### config.mk
export PLATFORM = sky130hd
export DESIGN_NAME = alu_arbiter
export DESIGN_NICKNAME = d
export VERILOG_FILES = /design/src/rtl/alu_arbiter.sv
export SDC_FILE = /design/constraint.sdc
export NUM_CORES = 1
export LEC_CHECK = 0
export BUFFER_PORTS_ARGS = -buffer_cell sky130_fd_sc_hd__buf_2
export CORE_MARGIN = 2
export CORE_UTILIZATION = 33
export CTS_CLUSTER_SIZE = 12
export DETAILED_ROUTE_END_ITERATION = 10
export GPL_ROUTABILITY_DRIVEN = 0
export REMOVE_ABC_BUFFERS = 1
export SETUP_SLACK_MARGIN = 0.02
export SYNTH_ARGS = -nofsm -noshare
export SYNTH_HDL_FRONTEND = slang
export SYNTH_SLANG_ARGS = --single-unit
### constraint.sdc
create_clock -name CLK -period 2 [get_ports CLK]
set_clock_uncertainty 0.1 [all_clocks]
set_input_delay 0.1 -clock CLK [delete_from_list [all_inputs] [get_ports CLK]]
set_output_delay 0.1 -clock CLK [all_outputs]
set_load 0.02 [all_outputs]
### src/rtl/alu_arbiter.sv
// rtl/alu_arbiter.sv - Round-robin sharing of one combinational ALU between two requesters
// S1 holds granted operands driving the ALU; S2 holds the result until its owner takes it.
module alu_arbiter #(
  parameter int WIDTH  = 32,
  parameter int CTRL_W = 4
) (
  input  logic              CLK,
  input  logic              Reset_L,
  input  logic              Flush,
  input  logic              ReqValid0,
  output logic              ReqReady0,
  input  logic [WIDTH-1:0]  ReqA0,
  input  logic [WIDTH-1:0]  ReqB0,
  input  logic [CTRL_W-1:0] ReqCtrl0,
  input  logic              ReqValid1,
  output logic              ReqReady1,
  input  logic [WIDTH-1:0]  ReqA1,
  input  logic [WIDTH-1:0]  ReqB1,
  input  logic [CTRL_W-1:0] ReqCtrl1,
  output logic              RespValid0,
  input  logic              RespReady0,
  output logic              RespValid1,
  input  logic              RespReady1,
  output logic [WIDTH-1:0]  RespData,
  output logic              RespZero,
  output logic [WIDTH-1:0]  AluBusA,
  output logic [WIDTH-1:0]  AluBusB,
  output logic [CTRL_W-1:0] AluCtrl,
  input  logic [WIDTH-1:0]  AluBusW,
  input  logic              AluZero
);

  logic              r_rr;
  logic              r_s1_valid;
  logic              r_s1_owner;
  logic [WIDTH-1:0]  r_s1_a;
  logic [WIDTH-1:0]  r_s1_b;
  logic [CTRL_W-1:0] r_s1_ctrl;
  logic              r_s2_valid;
  logic              r_s2_owner;
  logic [WIDTH-1:0]  r_s2_data;
  logic              r_s2_zero;

  logic w_s2_free;
  logic w_s1_free;
  logic w_can_grant;
  logic w_gnt0;
  logic w_gnt1;
  logic w_accept;

  assign RespValid0 = r_s2_valid & ~r_s2_owner;
  assign RespValid1 = r_s2_valid & r_s2_owner;
  assign RespData   = r_s2_data;
  assign RespZero   = r_s2_zero;
  assign AluBusA    = r_s1_a;
  assign AluBusB    = r_s1_b;
  assign AluCtrl    = r_s1_ctrl;

  assign w_s2_free   = ~r_s2_valid | (RespValid0 & RespReady0) | (RespValid1 & RespReady1);
  assign w_s1_free   = ~r_s1_valid | w_s2_free;
  // Reset_L gates the grant so ReqReady is low while reset is held.
  assign w_can_grant = Reset_L & w_s1_free & ~Flush;
  assign w_gnt0      = w_can_grant & ReqValid0 & (~ReqValid1 | ~r_rr);
  assign w_gnt1      = w_can_grant & ReqValid1 & (~ReqValid0 | r_rr);
  assign w_accept    = w_gnt0 | w_gnt1;
  assign ReqReady0   = w_gnt0;
  assign ReqReady1   = w_gnt1;

  always_ff @(posedge CLK or negedge Reset_L) begin
    if (!Reset_L) begin
      r_rr       <= 1'b0;
      r_s1_valid <= 1'b0;
      r_s1_owner <= 1'b0;
      r_s1_a     <= '0;
      r_s1_b     <= '0;
      r_s1_ctrl  <= '0;
      r_s2_valid <= 1'b0;
      r_s2_owner <= 1'b0;
      r_s2_data  <= '0;
      r_s2_zero  <= 1'b0;
    end else begin
      if (w_accept) begin
        r_rr <= w_gnt0;
      end

      if (Flush) begin
        r_s1_valid <= 1'b0;
      end else if (w_accept) begin
        r_s1_valid <= 1'b1;
        r_s1_owner <= w_gnt1;
        r_s1_a     <= w_gnt1 ? ReqA1 : ReqA0;
        r_s1_b     <= w_gnt1 ? ReqB1 : ReqB0;
        r_s1_ctrl  <= w_gnt1 ? ReqCtrl1 : ReqCtrl0;
      end else if (w_s2_free) begin
        r_s1_valid <= 1'b0;
      end

      // Result registers keep their last value when S2 empties.
      if (Flush) begin
        r_s2_valid <= 1'b0;
      end else if (w_s2_free) begin
        r_s2_valid <= r_s1_valid;
        if (r_s1_valid) begin
          r_s2_owner <= r_s1_owner;
          r_s2_data  <= AluBusW;
          r_s2_zero  <= AluZero;
        end
      end
    end
  end

endmodule

* Yosys cells after proc, flatten, opt, wreduce, memory -nomap -nowiden
Cells that the tools add are included.
** Word-level totals
- Word-level logic and storage cells :: 45
- Output and inout port bits :: 105
- Flip-flop bits (word level) :: 106
** Cells by class
- Reductions and logical operators :: 4
- Multiplexer cells :: 8
- Bitwise gates (word level) :: 23
** Operator list (count)
- $mux 32 :: 2
- $and 1x1->1 :: 10
- $not 1->1 :: 7
- $or 1x1->1 :: 6
- $mux 1 :: 5
- $mux 4 :: 1
- $reduce_and 3->1 :: 1
- $reduce_bool 3->1 :: 1
- $reduce_and 2->1 :: 1
- $reduce_bool 2->1 :: 1

* Logic depth before layout (Yosys ltp)
- Depth after elaboration :: 13
- Mapped depth :: 7
- Depth with buffers taken out :: 4

* Worst setup path before layout
OpenSTA, ideal clock, no wires.
- Kind :: reg-to-reg
- From :: register r_s2_owner
- To :: register r_s1_b[0] (netlist: AluBusB[0])
- Required time :: 1768 ps
- Buffers on the path :: 3
- Setup time :: 132 ps
- Setup slack :: 318 ps
- Clock period less this slack :: 1682 ps
- Cell stages (with the launch flop) :: 8
- Arrival time :: 1450 ps
- Path through :: dfrtp_1 mux2i_1 a311o_1 buf_2 buf_6 buf_6 nand2_1 o21ai_1
** Between the ends
- Word-level cells in the longest chain between the ends :: 12
- Elaborated cells between the ends (all ways) :: 17
- Those cells by class :: 1 x mux; 15 x bitwise; 1 x reduce/logical
** RTL lines
- from (decl) :: line 40 : logic r_s2_owner;
- from (signal assigned) :: line 104 : r_s2_owner <= r_s1_owner;
- $not 1->1 :: line 51 : assign RespValid0 = r_s2_valid & ~r_s2_owner;
- $and 1x1->1 :: line 51
- $and 1x1->1 :: line 59 : assign w_s2_free = ~r_s2_valid | (RespValid0 & RespReady0) | (RespValid1 & RespReady1);
- $or 1x1->1 :: line 59
- $or 1x1->1 (*) :: line 59
- $or 1x1->1 (*) :: line 60 : assign w_s1_free = ~r_s1_valid | w_s2_free;
- $and 1x1->1 (*) (2 in series) :: line 62 : assign w_can_grant = Reset_L & w_s1_free & ~Flush;
- $and 1x1->1, on equally long branches (2 in series) :: line 63, 64
- $or 1x1->1 :: line 65 : assign w_accept = w_gnt0 | w_gnt1;
- $reduce_and 2->1 (no source line)
- to (signal assigned) :: line 92 : r_s1_b <= w_gnt1 ? ReqB1 : ReqB0;
- to (decl) :: line 37 : logic [WIDTH-1:0] r_s1_b;
Every way passes the cells marked *; elsewhere a longest branch is shown, timed or not.
A chain may end at the register's enable or synchronous reset.

* Worst setup path in the final report
- From :: register r_s2_owner
- To :: output ReqReady1
** Between the ends
- Word-level cells in the longest chain between the ends :: 10
- Elaborated cells between the ends (all ways) :: 12
- Those cells by class :: 12 x bitwise
** RTL lines
- $not 1->1 :: line 51
- $and 1x1->1 :: line 51
- $and 1x1->1 :: line 59
- $or 1x1->1 :: line 59
- $or 1x1->1 (*) :: line 59
- $or 1x1->1 (*) :: line 60
- $and 1x1->1 (*) (2 in series) :: line 62
- $and 1x1->1 (*) (2 in series) :: line 64 : assign w_gnt1 = w_can_grant & ReqValid1 & (~ReqValid0 | r_rr);
- to (decl) :: line 16 : output logic ReqReady1,
Marked as above.

==> impl_metrics.prom <==
# TYPE chip_impl_metric gauge
chip_impl_metric{name="post-route-util",unit="%"} 59.9
chip_impl_metric{name="intPower",unit="W"} 0.00471
chip_impl_metric{name="async_flop_share",unit="%"} 100
chip_impl_metric{name="ir_worst_vdd",unit="µV"} 397
chip_impl_metric{name="number_of_vias_in_the_routed_layout",unit=""} 4702
chip_impl_info{name="unrepaired_setup_endpoints_after_global_routing",value="false"} 1
chip_impl_info{name="yosysMostFrequentCell",value="dfrtp_1"} 1
chip_impl_info{name="synth_flop_cell",value="dfrtp_1"} 1
chip_impl_info{name="worstSetupEndpointType",value="primary output"} 1
chip_impl_info{name="synth_top_cells_by_area",value="dfrtp_1 (58%), mux2i_1 (15%), mux2_2 (8.6%)"} 1
chip_impl_metric{name="timing.critical_path.fanout_max",unit=""} 6
chip_impl_info{name="crit_path_cell_trace",value="mux2_2 > o21bai_2 > nor2_1 > buf_2"} 1
chip_impl_info{name="path_class",value="reg -> out"} 1
chip_impl_metric{name="totalPowerFinal",unit="W"} 0.00699
chip_impl_metric{name="wl_per_cell",unit="µm"} 15.9
chip_impl_metric{name="grt_pass1_wl",unit="mm"} 24.4
chip_impl_info{name="crit_slowest_cell",value="dfrtp_1"} 1
chip_impl_metric{name="power_per_cell_area",unit="mW/mm²"} 848
chip_impl_metric{name="switching_share",unit="%"} 32.6
chip_impl_info{name="outcome",value="complete, no violations"} 1
chip_impl_metric{name="synth.cell_area",unit="mm²"} 0.00460
chip_impl_metric{name="die_w",unit="µm"} 122
chip_impl_metric{name="floorplan.io_pins",unit=""} 281
chip_impl_metric{name="die_area",unit="mm²"} 0.0149
chip_impl_metric{name="drt-total-wl",unit="mm"} 16.2
chip_impl_metric{name="initial_utilization",unit="%"} 33.4
chip_impl_metric{name="clk_latency",unit="ns"} 0.34
chip_impl_metric{name="min_period",unit="ns"} 1.86
chip_impl_metric{name="place.port_buffers",unit=""} 280
chip_impl_metric{name="tritoncts_num_sinks",unit=""} 106
chip_impl_metric{name="drt_drc_violations_left",unit=""} 0
chip_impl_metric{name="combinational_power_share",unit="%"} 32.4
chip_impl_metric{name="final_number_of_max_transition_violations",unit=""} 0
chip_impl_metric{name="global_route.usage.met1",unit="%"} 23.4
chip_impl_metric{name="route.antenna.remaining_nets",unit=""} 0
chip_impl_metric{name="grt_pass1_vias",unit=""} 5072
chip_impl_metric{name="tritoncts.num_buffers",unit=""} 9
chip_impl_metric{name="floorplan.die.height",unit="µm"} 122
chip_impl_metric{name="first_pass_iters",unit=""} 4
chip_impl_info{name="start_kind",value="register"} 1
chip_impl_metric{name="crit_required",unit="ns"} 1.80
chip_impl_metric{name="tightestPinTransition",unit="ns"} 0.553
chip_impl_info{name="synthDominantAreaCellType",value="dfrtp_1"} 1
chip_impl_metric{name="ys_types",unit=""} 21
chip_impl_metric{name="netlist.area_leader.share",unit="%"} 57.6
chip_impl_metric{name="clock.fmax",unit="GHz"} 0.537
chip_impl_metric{name="fillCellCount",unit=""} 1095
chip_impl_metric{name="cts-root-to-sink-buffers",unit=""} 2
chip_impl_metric{name="grt_use_total",unit="%"} 21.2
chip_impl_metric{name="clk_slew_on_worst_s_h_paths",unit="ns"} 0.07
chip_impl_metric{name="maximum_number_of_pins_on_one_net_before_global_route_repair",unit=""} 107
chip_impl_metric{name="met2_usage",unit="%"} 38.3
chip_impl_metric{name="synth-seq-area-share",unit="%"} 57.6
chip_impl_metric{name="synth_edf_count",unit=""} 0
chip_impl_metric{name="share_of_power_burned_in_the_clock_network",unit="%"} 27.3
chip_impl_metric{name="synthToLayoutAreaGrowth",unit="%"} 79.0
chip_impl_metric{name="n_antenna_cell",unit=""} 0
chip_impl_metric{name="syn_area_per_cell",unit="µm²"} 11.7
chip_impl_metric{name="timing.final.setup_violations",unit=""} 0
chip_impl_metric{name="min_period_over_period",unit="%"} 93.1
chip_impl_metric{name="share_seq_of_total_power",unit="%"} 40.3
chip_impl_metric{name="totalNegativeSetupSlack",unit="ns"} 0
chip_impl_metric{name="cpPeakStageDelay",unit="ns"} 0.43
chip_impl_info{name="cts_tree",value="done"} 1
chip_impl_metric{name="critPathArrivalTime",unit="ns"} 1.66
chip_impl_info{name="hold_path_class",value="in -> reg"} 1
chip_impl_metric{name="core_area",unit="mm²"} 0.0138
chip_impl_metric{name="detail_routed_via_count_per_cell",unit=""} 4.61
chip_impl_metric{name="floorplan.rows",unit=""} 43
chip_impl_metric{name="post_route_cells_drive_above_1_share",unit="%"} 40.8
chip_impl_info{name="ctsRootBufferMaster",value="clkbuf_16"} 1
chip_impl_metric{name="post-dp-hpwl",unit="mm"} 9.29
chip_impl_info{name="global_route.peak_usage_layer",value="met2"} 1
chip_impl_metric{name="antenna_violations_before_repair",unit=""} 0
chip_impl_metric{name="power.switching",unit="W"} 0.00228
chip_impl_metric{name="final_net_count",unit=""} 1011
chip_impl_metric{name="hold_violations",unit=""} 0
chip_impl_metric{name="slew_headroom",unit="%"} 63.1
chip_impl_info{name="synthTopCellsByCount",value="dfrtp_1 (106), nand2_1 (71), mux2i_1 (69)"} 1
chip_impl_metric{name="yosysWarningCount",unit=""} 0
chip_impl_metric{name="drt_iter0_drc",unit=""} 184
chip_impl_metric{name="syn-instance-count",unit=""} 394
chip_impl_metric{name="power.static_leakage",unit="nW"} 4.28
chip_impl_metric{name="ys_seq_elements",unit=""} 106
chip_impl_metric{name="globalRouteOverflowTotal",unit=""} 0
chip_impl_metric{name="h-tree-depth",unit=""} 3
chip_impl_metric{name="max_cap_violations",unit=""} 0
chip_impl_metric{name="cts_post_setup_buffers_inserted",unit=""} 0
chip_impl_metric{name="grt_util_met3",unit="%"} 4.63
-- repair_timing --
item,CTS,global route
hold endpoints to repair,208,0
hold buffers,169,0
resized for setup,1,1
endpoints found under the setup margin,2,2
cloned,0,0
-- placed cells by master (no fill, tap or decap), drive strengths merged --
master       count
buf            287
dlygate4sd3    169
dfrtp          106
nand2           71
o21ai           71
mux2i           69
mux2            35
clkbuf          10
nor2             5
inv              3
nand2b           2
clkinv           2
bufinv           2
a21oi            2
o21bai           1
and2             1
nor2b            1
a311o            1
o22a             1
o31ai            1
-- power by group through the flow --
stage	clock [W]	sequential (W)	combinational, W
floorplan	0	0.00335	0.000707
global route	0.00207	0.00287	0.00242
CTS	0.00197	0.00281	0.00223
finish	0.00191	0.00282	0.00226
detailed placement	0	0.00285	0.00198
global placement	0	0.00284	0.00194
-- through the flow --
step	setup slack, ns	std cells	area [µm²]	hold slack [ns]
3_3_place_gp	0.250	835	6220	0.126
6_report	0.138	1020	8240	0.00356
4_1_cts	0.125	1020	8240	0.0146
2_1_floorplan	-6.59	368	4450	-0.296
3_5_place_dp	0.165	835	6220	0.133
5_1_grt	0.0298	1020	8240	0.0466
-- per-layer routing --
metal / wire length [µm] / up-vias
met5: 0 / -
met4: 568 / 0
met3: 1210 / 48
met2: 8280 / 234
met1: 6140 / 2173
li1: - / 2247
-- kinds of logic after synthesis --
family / count (synthesis) / synth area share [%]
flip-flops: 106 / 57.6
AND/OR/NAND/NOR: 80 / 6.74
buffers and inverters: 27 / 3.34
multiplexers: 104 / 23.6
AO/OA/AOI/OAI: 77 / 8.75
-- layout make-up --
type | instances | area (µm²) | area share (%)
clock buffers | 10 | 239 | 2.90
clock inverters | 6 | 87.6 | 1.06
inverters | 1 | 3.75 | 0.0455
multi-input cells | 261 | 1830 | 22.1
flip-flops and latches | 106 | 2650 | 32.2
well taps | 180 | 225 | 2.73
repair buffers | 456 | 3210 | 38.9
-- flip-flops by register name (all words and copies together), names as in the netlist --
register and cells:
AluBusA 32, AluBusB 32, RespData 32, AluCtrl 4, RespZero 1, r_rr 1, r_s1_owner 1, r_s1_valid 1
r_s2_owner 1, r_s2_valid 1
-- critical path: cells and delay by family, from the launching register on --
family	cells	cell delay, ns
mux	1	0.38
flops	1	0.43
simple gates	1	0.08
buf+inv	1	0.17
compound gates	1	0.26
-- worst paths after layout --
check | from | endpoint | slack [ns] | depth (start not counted)
min reg2reg | AluBusA[22]$_DFFE_PN0P_ | AluBusA[22]$_DFFE_PN0P_ | 0.38 | 2
max in group asynchronous | Reset_L | AluBusB[2]$_DFFE_PN0P_ | 1.07 | 3
min in group asynchronous | Reset_L | RespData[9]$_DFFE_PN0P_ | 0.31 | 3
max | r_s2_owner$_DFFE_PN0P_ | ReqReady1 | 0.14 | 4
max reg2reg | r_s2_owner$_DFFE_PN0P_ | AluBusB[30]$_DFFE_PN0P_ | 0.20 | 5
min | ReqB1[20] | AluBusB[20]$_DFFE_PN0P_ | 0.004 | 3
(Power assumes the default switching activity.)
